File: src/rtl/cic_interpolator_if.sv
// Sample stream bundle for the CIC interpolator: an input valid/ready
// handshake and an output valid strobe with its data.
interface cic_interpolator_if #(
  parameter int DATA_WIDTH = 16
) ();

  logic                         in_valid;
  logic                         in_ready;
  logic signed [DATA_WIDTH-1:0] in;
  logic                         out_valid;
  logic signed [DATA_WIDTH-1:0] out;

  // Upstream source / downstream sink side
  modport master (
    output in_valid,
    output in,
    input  in_ready,
    input  out_valid,
    input  out
  );

  // Interpolator side
  modport slave (
    input  in_valid,
    input  in,
    output in_ready,
    output out_valid,
    output out
  );

endinterface

File: src/rtl/cic_interpolator.sv
// N-stage CIC interpolator by R.
// The comb section runs once per accepted input sample. The sample is
// zero-stuffed into R output slots. The integrator section runs on every
// update cycle. The result is scaled by an arithmetic right shift, with
// saturation to the sample width.
module cic_interpolator #(
  parameter int DATA_WIDTH = 16,
  parameter int R          = 4,
  parameter int N          = 3,
  parameter int M          = 1,
  parameter int ACC_WIDTH  = DATA_WIDTH + N * $clog2(R * M),
  parameter int GAIN_SHIFT = N * $clog2(R * M) - $clog2(R)
) (
  input  logic                clk,
  input  logic                rst_n,
  cic_interpolator_if.slave   bus
);

  localparam int PW = (R > 1) ? $clog2(R) : 1;

  typedef logic signed [ACC_WIDTH-1:0] acc_t;

  // Saturation bounds, sign-extended to the accumulator width
  localparam acc_t SAT_MAX = {{(ACC_WIDTH - DATA_WIDTH + 1){1'b0}}, {(DATA_WIDTH - 1){1'b1}}};
  localparam acc_t SAT_MIN = {{(ACC_WIDTH - DATA_WIDTH + 1){1'b1}}, {(DATA_WIDTH - 1){1'b0}}};

  logic [PW-1:0]                phase_q, phase_d;
  acc_t                         dly_q [N][M];
  acc_t                         acc_q [N];
  logic signed [DATA_WIDTH-1:0] out_q;
  logic                         out_valid_q;

  logic                         accept;
  logic                         update;
  acc_t                         comb [N+1];
  acc_t                         x;
  acc_t                         shifted;
  logic signed [DATA_WIDTH-1:0] sat_val;

  // in_ready depends only on the phase register, never on in_valid
  assign bus.in_ready  = (phase_q == '0);
  assign accept        = bus.in_ready && bus.in_valid;
  assign update        = accept || (phase_q != '0);
  assign bus.out       = out_q;
  assign bus.out_valid = out_valid_q;

  // Comb chain and zero-stuffed integrator input
  always_comb begin
    // NOTE: every always_comb output gets a default first, so no path can
    // leave it unassigned and infer a latch.
    x       = '0;
    comb[0] = acc_t'(bus.in);
    for (int k = 1; k <= N; k++) begin
      comb[k] = comb[k-1] - dly_q[k-1][M-1];
    end
    if (accept) begin
      x = comb[N];
    end
  end

  // Scale by the gain shift (floor rounding), then clamp to the sample range
  always_comb begin
    shifted = acc_q[N-1] >>> GAIN_SHIFT;
    sat_val = shifted[DATA_WIDTH-1:0];
    if (shifted > SAT_MAX) begin
      sat_val = SAT_MAX[DATA_WIDTH-1:0];
    end else if (shifted < SAT_MIN) begin
      sat_val = SAT_MIN[DATA_WIDTH-1:0];
    end
  end

  // Next phase: restart at 1 on accept, count through R-1, then wrap to 0
  always_comb begin
    phase_d = phase_q;
    if (accept) begin
      phase_d = PW'(1);
    end else if (phase_q != '0) begin
      phase_d = (phase_q == PW'(R - 1)) ? '0 : phase_q + PW'(1);
    end
  end

  // Phase counter and output strobe
  always_ff @(posedge clk or negedge rst_n) begin
    if (!rst_n) begin
      phase_q     <= '0;
      out_valid_q <= 1'b0;
    end else begin
      phase_q     <= phase_d;
      out_valid_q <= update;
    end
  end

  // Comb delay lines advance only when a new input sample is accepted
  always_ff @(posedge clk or negedge rst_n) begin
    if (!rst_n) begin
      // NOTE: the delay-line array is cleared explicitly. Reset must discard
      // all history, so this storage cannot be left to its power-up contents.
      for (int k = 0; k < N; k++) begin
        for (int j = 0; j < M; j++) begin
          dly_q[k][j] <= '0;
        end
      end
    end else if (accept) begin
      for (int k = 0; k < N; k++) begin
        dly_q[k][0] <= comb[k];
        for (int j = 1; j < M; j++) begin
          dly_q[k][j] <= dly_q[k][j-1];
        end
      end
    end
  end

  // Integrator cascade and output register, advanced on every update cycle
  always_ff @(posedge clk or negedge rst_n) begin
    if (!rst_n) begin
      for (int k = 0; k < N; k++) begin
        acc_q[k] <= '0;
      end
      out_q <= '0;
    end else if (update) begin
      // NOTE: non-blocking assignments make each stage add the previous
      // stage's pre-update value, giving one register of delay per stage.
      acc_q[0] <= acc_q[0] + x;
      for (int k = 1; k < N; k++) begin
        acc_q[k] <= acc_q[k] + acc_q[k-1];
      end
      out_q <= sat_val;
    end
  end

endmodule
File: src/flat_wrapper.sv
// flat-port wrapper written by rule: the top's interface ports become plain ports
module cic_interpolator_flat 
#(
  parameter int DATA_WIDTH = 16,
  parameter int R          = 4,
  parameter int N          = 3,
  parameter int M          = 1,
  parameter int ACC_WIDTH  = DATA_WIDTH + N * $clog2(R * M),
  parameter int GAIN_SHIFT = N * $clog2(R * M) - $clog2(R)
)
  (clk, rst_n, bus_in_valid, bus_in, bus_in_ready, bus_out_valid, bus_out);
  cic_interpolator_if #(.DATA_WIDTH(DATA_WIDTH)) bus_i ();
  input  logic clk;
  input  logic rst_n;
  input wire logic [$bits(bus_i.in_valid)-1:0] bus_in_valid;
  input wire logic [$bits(bus_i.in)-1:0] bus_in;
  output wire logic [$bits(bus_i.in_ready)-1:0] bus_in_ready;
  output wire logic [$bits(bus_i.out_valid)-1:0] bus_out_valid;
  output wire logic [$bits(bus_i.out)-1:0] bus_out;
  assign bus_i.in_valid = bus_in_valid;
  assign bus_i.in = bus_in;
  assign bus_in_ready = bus_i.in_ready;
  assign bus_out_valid = bus_i.out_valid;
  assign bus_out = bus_i.out;
  cic_interpolator #(.DATA_WIDTH(DATA_WIDTH), .R(R), .N(N), .M(M), .ACC_WIDTH(ACC_WIDTH), .GAIN_SHIFT(GAIN_SHIFT)) u_core (.clk(clk), .rst_n(rst_n), .bus(bus_i));
endmodule
File: config.mk
export PLATFORM = sky130hd
export DESIGN_NAME = cic_interpolator_flat
export DESIGN_NICKNAME = d
export VERILOG_FILES = /design/src/rtl/cic_interpolator_if.sv /design/src/rtl/cic_interpolator.sv /design/src/flat_wrapper.sv
export SDC_FILE = /design/constraint.sdc
export NUM_CORES = 1
export LEC_CHECK = 0
export ABC_CLOCK_PERIOD_IN_PS = 10850
export CAP_MARGIN = 20
export CORE_MARGIN = 1.5
export CORE_UTILIZATION = 35
export CTS_CLUSTER_DIAMETER = 40
export DETAILED_ROUTE_END_ITERATION = 7
export SLEW_MARGIN = 20
export SYNTH_ARGS = -nofsm -noshare
export SYNTH_HDL_FRONTEND = slang
export SYNTH_SLANG_ARGS = --single-unit
export TNS_END_PERCENT = 50
File: constraint.sdc
create_clock -name clk -period 10.85 [get_ports clk]
set_input_delay 1.6275 -clock clk [delete_from_list [all_inputs] [get_ports clk]]
set_output_delay 1.6275 -clock clk [all_outputs]
set_load 0.02 [all_outputs]
==> results of run 1 <==
layer usage:
layer	share of wire (%)	vias to the layer above	track usage, %
met3	2.3	13	2.62
met1	50	3779	17.6
met5	0	-	0
met4	0.93	0	3.50
met2	46	87	23.7
li1	-	4580	-
how the worst min path moves through the flow:
stage	start	end	slack, ns	depth (start not counted)
floorplan	u_core.acc_q[0]	u_core.acc_q[0]	0.45	2
global placement	u_core.bus.out[15]	u_core.bus.out[15]	0.46	2
detailed placement	u_core.acc_q[0]	u_core.acc_q[0]	0.47	2
CTS	u_core.bus.out[15]	u_core.bus.out[15]	0.49	2
global route	u_core.acc_q[0]	u_core.acc_q[0]	0.51	2
finish	u_core.acc_q[0]	u_core.acc_q[0]	0.48	2
cells in the mapped netlist, types with 8 or more instances:
master	count	share of area (%)
sky130_fd_sc_hd__dfrtp_1	140	33
sky130_fd_sc_hd__nor2b_1	17	0.99
sky130_fd_sc_hd__a21o_1	33	2.3
sky130_fd_sc_hd__ha_1	119	14
sky130_fd_sc_hd__xnor2_1	48	3.9
sky130_fd_sc_hd__nand2_1	167	5.8
sky130_fd_sc_hd__nand3_1	18	0.84
sky130_fd_sc_hd__or3_1	12	0.70
sky130_fd_sc_hd__mux2_2	12	1.3
sky130_fd_sc_hd__inv_1	90	3.1
sky130_fd_sc_hd__o21ai_0	124	5.8
sky130_fd_sc_hd__o31ai_1	8	0.56
sky130_fd_sc_hd__xor2_1	39	3.2
sky130_fd_sc_hd__nor2_1	146	5.1
sky130_fd_sc_hd__a211oi_1	8	0.56
sky130_fd_sc_hd__nor3_1	23	1.1
sky130_fd_sc_hd__nand2b_1	18	1.0
sky130_fd_sc_hd__o21bai_1	9	0.63
sky130_fd_sc_hd__a21oi_1	118	5.5
sky130_fd_sc_hd__clkbuf_1	35	1.2
sky130_fd_sc_hd__o21a_1	12	0.84
layout make-up:
cell class	count	area, um^2
Clock buffer	17	425
Timing Repair Buffer	41	399
Sequential cell	140	3500
Multi-Input combinational cell	1035	6750
Inverter	91	342
Fill cell	2953	17800
Tap cell	390	488
Clock inverter	14	186
registers in the layout, summed over array words and instances (netlist names):
name	cells
u_core.bus.out	16
u_core.acc_q	66
u_core.dly_q	55
u_core.phase_q	2
u_core.bus.out_valid	1
worst register-to-register path: cells and delay by family, from the launching register on:
kind / cells / cell delay (ns)
buffers and inverters: 1 / 0.06
XOR/XNOR: 3 / 0.44
adder cells (fa/ha/maj): 5 / 1.62
AO/OA/AOI/OAI: 18 / 3.17
flip-flops: 1 / 0.35
AND/OR/NAND/NOR: 9 / 1.04
through the flow:
step           hold WS (ns)  utilization (%)  setup WS (ns)  instance area, um^2  instances
3_3_place_gp          0.458             38.4           2.37                11500       1697
6_report              0.478             40.5           2.77                12100       1728
2_1_floorplan         0.445                -           3.37                10700       1305
5_1_grt               0.513             40.5           1.91                12100       1728
3_5_place_dp          0.471             38.4           2.26                11500       1697
4_1_cts               0.487             40.5           2.70                12100       1728
cells by family (layout without fill, tap and decap cells):
group / count (synthesis) / after routing / share of synthesized area, %
xor+xnor: 87 / 87 / 7.10
compound gates: 377 / 377 / 21.6
mux: 13 / 13 / 1.35
simple gates: 433 / 433 / 17.8
flops: 140 / 140 / 32.7
buf+inv: 130 / 163 / 4.55
fa+ha+maj: 125 / 125 / 15.0
==> results.md, run 1 <==
| Step | Parameter | Reported |
|---|---|---|
| clocking | Hold buffers post-CTS | 0 |
| floorplan | Overall die height | 178 um |
| clocking | Number of clock buffers inserted by TritonCTS | 17 |
| clocking | Number of post-CTS setup repair buffers | 0 |
| route | Vias after detailed routing | 8,459 |
| synth | Synth Cell Area | 0.0107 mm^2 |
| finish | Commonest cells after routing, fill and taps aside | 167 x sky130_fd_sc_hd__nand2_1, 146 x sky130_fd_sc_hd__nor2_1, 140 x sky130_fd_sc_hd__dfrtp_1, 124 x sky130_fd_sc_hd__o21ai_0, 119 x sky130_fd_sc_hd__ha_1 |
| clocking | Clock tree root driver cell | sky130_fd_sc_hd__clkbuf_16 |
| finish | Number of antenna cells inserted | 0 |
| synth | Count of unique library cells instantiated by Yosys | 70 |
| place | Final HPWL DP | 15,000 um |
| setup path | Delay of the slowest critical-path stage | 0.41 ns |
| clocking | Maximum level of the CTS H-tree | 4 |
| run status | Outcome | finished clean |
| route | Number of DRC violations after detailed-routing iteration 0 | 265 |
| route | Mean routed wirelength per cell | 11.9 um |
| sta | Final critical-path required period | 8.08 ns |
| setup path | Critical path launch point | bus_in[0] |
| sta | Pin slew with the least headroom to its limit | 0.904 ns |
| setup path | R2r startpoint | u_core.dly_q[44] |
| clocking | CTS clk-pin slew, worst paths | 0.07 ns |
| setup path | Type of origin of the critical path | primary input |
| sta | Final worst path period share | 74.4% |
| synth | Number of nets produced by synthesis | 1,449 |
| grt | Number of global-route vias before repair | 8,139 |
| hold path | Min-Delay Path Class | flip-flop to flip-flop |
| synth | Async SR Flop Fraction | 100% |
| sta | Clk_skew | 0.0159 ns |
| floorplan | Floorplan row count | 63 |
| route | Number of nets still failing antenna checks after routing | 0 |
| setup path | Crit path max-delay family | compound AO/OA/AOI/OAI gates |
| setup path | Worst reg2reg setup slack | 4.11 ns |
| floorplan | Initial standard-cell utilization of the core | 35.9% |
| place | I/O Buffers | 36 |
| grt | Initial antenna violation count | 0 |
| sta | Final count of pins violating max slew | 0 |
| synth | Synth Area per Inst | 8.22 um^2 |
| synth | Synth Instances | 1,305 |
| sta | Final setup violation count | 0 |
| grt | Sum of overflow across all layers after global routing | 0 |
| sta | Hold Vio Cnt, Final | 0 |
| clocking | Max Root-Sink Buffers | 2 |
| flow run | MaxCap Viol Count | 0 |
| synth | Number of synthesized flops with an enable pin | 0 |
| floorplan | Placeable core area | 0.0299 mm^2 |
| clocking | Gates resized, CTS repair | 0 |
| place | Weighted congestion reported at the end of routability-driven placement | 0.826 |
| setup path | Critical path start-end classification | primary input to flip-flop |
| sta | Unrepaired setup endpoints after global routing | no |
| floorplan | I/O pin count | 37 |
| synth | Yosys warning total | 0 |
| clocking | Later-pin clock latency in the skew report | 0.43 ns |
| route | Detailed-route wire length | 20,500 um |
| grt | Maximum number of pins on one net before global-route repair | 98 |
| setup path | Maximum fanout encountered on the critical timing path | 5 |
| setup path | Sort of element at the end of the critical path | flip-flop |
| finish | Fraction of layout cells with a size suffix above 1 | 5.23% |
| clocking | Total number of clock tree sinks | 140 |
| grt | Wire length of the first global-routing pass | 36,400 um |
| grt | All-layer global routing usage | 13.8% |
| floorplan | Die Width | 178 um |
| finish | Most frequent standard cell in the layout excluding fill and tap cells | sky130_fd_sc_hd__nand2_1 |
| setup path | CP Depth | 38 |
| synth | Ys flop type | sky130_fd_sc_hd__dfrtp_1 |
| synth | Number of synthesized register bits | 140 |
| finish | Area growth from synthesis to layout | 12.7% |
| setup path | Worst path bufs/invs | 3 |
| setup path | Worst EP arrival | 8.44 ns |
| setup path | Cell mode on critical path | sky130_fd_sc_hd__a21oi_1 |
| route | Detail-routed via count per cell | 4.90 |
| clocking | CTS tree | built |
| synth | Share of synthesized area occupied by flip-flops and latches | 32.7% |
| route | Drt pass-1 iters | 5 |
| setup path | Reg-to-reg critical path endpoint | u_core.acc_q[65] |
| setup path | Data required time of the worst path | 11.21 ns |
| setup path | Capture point of the critical path | u_core.acc_q[65] |
| sta | Worst slew slack as a fraction of its limit | 39.7% |
| floorplan | Overall die area | 0.0317 mm^2 |
| setup path | Worst reg-to-reg path cell count | 36 |
| sta | Setup TNS | 0 ns |
| setup path | Cell with the largest stage delay on the worst path | sky130_fd_sc_hd__clkdlybuf4s50_1 |
| route | Final routed DRC violation total | 0 |
| finish | Net total in the final layout | 1,470 |
| sta | Top achievable clock speed | 124 MHz |
Power of run 1 is not shown: default switching activity piles up to over one toggle a cycle in this logic, so the estimate is an artifact.
==> run 2: changes to the inputs <==
--- a/config.mk
+++ b/config.mk
@@ -5,7 +5,7 @@
 export SDC_FILE = /design/constraint.sdc
 export NUM_CORES = 1
 export LEC_CHECK = 0
-export ABC_CLOCK_PERIOD_IN_PS = 10850
+export ABC_CLOCK_PERIOD_IN_PS = 8400
 export CAP_MARGIN = 20
 export CORE_MARGIN = 1.5
 export CORE_UTILIZATION = 35
==> constraint.sdc (replaced) <==
create_clock -name clk -period 8.4 [get_ports clk]
set_input_delay 1.26 -clock clk [delete_from_list [all_inputs] [get_ports clk]]
set_output_delay 1.26 -clock clk [all_outputs]
set_load 0.02 [all_outputs]
==> results.md, run 2 (synthesis results as in run 1) <==
| Step | Parameter | Reported | vs previous |
|---|---|---|---|
| floorplan | Initial standard-cell utilization of the core | 35.9% | unchanged |
| clocking | CTS clk-pin slew, worst paths | 0.06 ns | about the same |
| floorplan | Overall die height | 178 um | unchanged |
| route | Number of DRC violations after detailed-routing iteration 0 | 361 | +36% |
| clocking | CTS tree | built |  |
| finish | Number of antenna cells inserted | 0 | unchanged |
| place | Final HPWL DP | 14,900 um | -0.95% |
| route | Vias after detailed routing | 8,567 | +1.3% |
| setup path | Cell mode on critical path | sky130_fd_sc_hd__a21oi_1 |  |
| floorplan | Floorplan row count | 63 | unchanged |
| hold path | Min-Delay Path Class | flip-flop to flip-flop |  |
| finish | Storage cell area | 0.00350 mm^2 | unchanged |
| clocking | Number of clock buffers inserted by TritonCTS | 17 | unchanged |
| place | Weighted congestion reported at the end of routability-driven placement | 0.827 | +0.15% |
| setup path | Maximum fanout encountered on the critical timing path | 5 | unchanged |
| finish | Most frequent standard cell in the layout excluding fill and tap cells | sky130_fd_sc_hd__nand2_1 |  |
| floorplan | Overall die area | 0.0317 mm^2 | unchanged |
| sta | Final setup violation count | 0 | unchanged |
| grt | All-layer global routing usage | 13.8% | about the same |
| sta | Unrepaired setup endpoints after global routing | no |  |
| route | Detail-routed via count per cell | 4.95 | +1.0% |
| sta | Final worst path period share | 91.8% |  |
| clocking | Later-pin clock latency in the skew report | 0.43 ns | about the same |
| finish | Fraction of layout cells with a size suffix above 1 | 5.37% | +0.13 points |
| route | Final routed DRC violation total | 0 | unchanged |
| setup path | Worst EP arrival | 8.02 ns | -0.42 ns |
| grt | Met2 demand-to-capacity share in global routing | 23.8% | +0.11 points |
| sta | Top achievable clock speed | 130 MHz |  |
| sta | Setup TNS | 0 ns | unchanged |
| sta | Pin slew with the least headroom to its limit | 0.895 ns | -0.00899 ns |
| route | Drt pass-1 iters | 5 | unchanged |
| sta | Final count of pins violating max slew | 0 | unchanged |
| finish | Top reg by flops | u_core.acc_q |  |
| grt | Met1 usage in global routing | 17.5% | -0.070 points |
| finish | Area of the multi-input gates | 0.00675 mm^2 | +0.11% |
| place | I/O Buffers | 36 | unchanged |
| route | Detailed-route wire length | 20,600 um | +0.40% |
| finish | Number of flip-flops under the largest register name | 66 | unchanged |
| route | Number of nets still failing antenna checks after routing | 0 | unchanged |
| finish | Net total in the final layout | 1,473 | +0.20% |
| setup path | Worst reg2reg setup slack | 1.66 ns | -2.45 ns |
| run status | Outcome | finished clean |  |
| finish | Area growth from synthesis to layout | 12.9% |  |
| clocking | Clock tree root driver cell | sky130_fd_sc_hd__clkbuf_16 |  |
| route | Mean routed wirelength per cell | 11.9 um | +0.17% |
| setup path | Cell with the largest stage delay on the worst path | sky130_fd_sc_hd__clkdlybuf4s50_1 |  |
| floorplan | I/O pin count | 37 | unchanged |
| setup path | Data required time of the worst path | 8.72 ns | -2.49 ns |
| finish | FILL cells | 2,960 | +0.24% |
| setup path | Delay of the slowest critical-path stage | 0.41 ns | about the same |
| floorplan | Die Width | 178 um | unchanged |
| grt | Initial antenna violation count | 0 | unchanged |
| finish | Commonest cells after routing, fill and taps aside | 167 x sky130_fd_sc_hd__nand2_1, 146 x sky130_fd_sc_hd__nor2_1, 140 x sky130_fd_sc_hd__dfrtp_1, 124 x sky130_fd_sc_hd__o21ai_0, 119 x sky130_fd_sc_hd__ha_1 |  |
| setup path | Capture point of the critical path | u_core.acc_q[65] |  |
| grt | Maximum number of pins on one net before global-route repair | 98 | unchanged |
| setup path | Sort of element at the end of the critical path | flip-flop |  |
| setup path | R2r startpoint | u_core.dly_q[44] |  |
| sta | Hold Vio Cnt, Final | 0 | unchanged |
| setup path | Type of origin of the critical path | primary input |  |
| setup path | Critical path launch point | bus_in[0] |  |
| grt | Wire length of the first global-routing pass | 36,500 um | +0.23% |
| grt | Most used routing layer | met2 |  |
| grt | GR Layer Usage met3 | 2.56% | -0.064 points |
| sta | Worst slew slack as a fraction of its limit | 40.3% | +0.60 points |
| grt | Number of global-route vias before repair | 8,210 | +0.87% |
| sta | Final critical-path required period | 7.71 ns |  |
| clocking | Maximum level of the CTS H-tree | 4 | unchanged |
| grt | Sum of overflow across all layers after global routing | 0 | unchanged |
| floorplan | Placeable core area | 0.0299 mm^2 | unchanged |
| sta | Min Hold Slack | 0.476 ns | -0.00166 ns |
| sta | Clk_skew | 0.0148 ns | -0.00107 ns |
| setup path | Reg-to-reg critical path endpoint | u_core.acc_q[65] |  |
| setup path | Critical path start-end classification | primary input to flip-flop |  |
| clocking | Max Root-Sink Buffers | 2 | unchanged |
| flow run | MaxCap Viol Count | 0 | unchanged |
| clocking | Total number of clock tree sinks | 140 | unchanged |
| setup path | Worst reg-to-reg path cell count | 33 | -8.3% |
[run 2: area by class of cell]
type	count	area share [%]
Sequential cell	140	28.9
Clock inverter	12	1.34
Tap cell	390	4.03
Multi-Input combinational cell	1035	55.8
Inverter	91	2.82
Timing Repair Buffer	44	3.48
Clock buffer	20	3.61
[run 2: worst min-delay path by stage]
stage               slack, ns  cells after the start        startpoint               end
CTS                      0.49                      2   u_core.acc_q[0]   u_core.acc_q[0]
global placement         0.46                      2   u_core.acc_q[0]   u_core.acc_q[0]
finish                   0.48                      2   u_core.acc_q[0]   u_core.acc_q[0]
floorplan                0.45                      2   u_core.acc_q[0]   u_core.acc_q[0]
global route             0.50                      2  u_core.dly_q[22]  u_core.dly_q[22]
detailed placement       0.47                      2   u_core.acc_q[0]   u_core.acc_q[0]
[run 2: layer usage]
metal / up-vias / wire length [um]
li1: 4586 / -
met1: 3899 / 10500
met2: 71 / 9540
met3: 11 / 454
met4: 0 / 142
met5: - / 0
[run 2: critical path: cells and delay by family]
kind / cells / cell delay (ns)
simple gates: 6 / 1.25
fa+ha+maj: 5 / 1.54
compound gates: 16 / 2.71
buf+inv: 4 / 0.68
xor+xnor: 4 / 0.60
[run 2: repair_timing]
| item | 4_1_cts | 5_1_grt |
|---|---|---|
| endpoints found under the setup margin | 0 | 1 |
| resized for setup | 0 | 1 |
| hold buffers | 0 | 0 |
| buffers inserted | 0 | 0 |
[run 2: stage by stage]
stage	std cells	instance area, um^2	utilization [%]	setup WS, ns
final	1732	12100	40.5	0.693
after global routing	1732	12100	40.5	0.0512
after CTS	1732	12100	40.5	0.639
after detailed placement	1700	11500	38.5	0.198
after global placement	1700	11500	38.5	0.310
after floorplan	1305	10700	-	1.28
Power of run 2 is left out for the same reason.
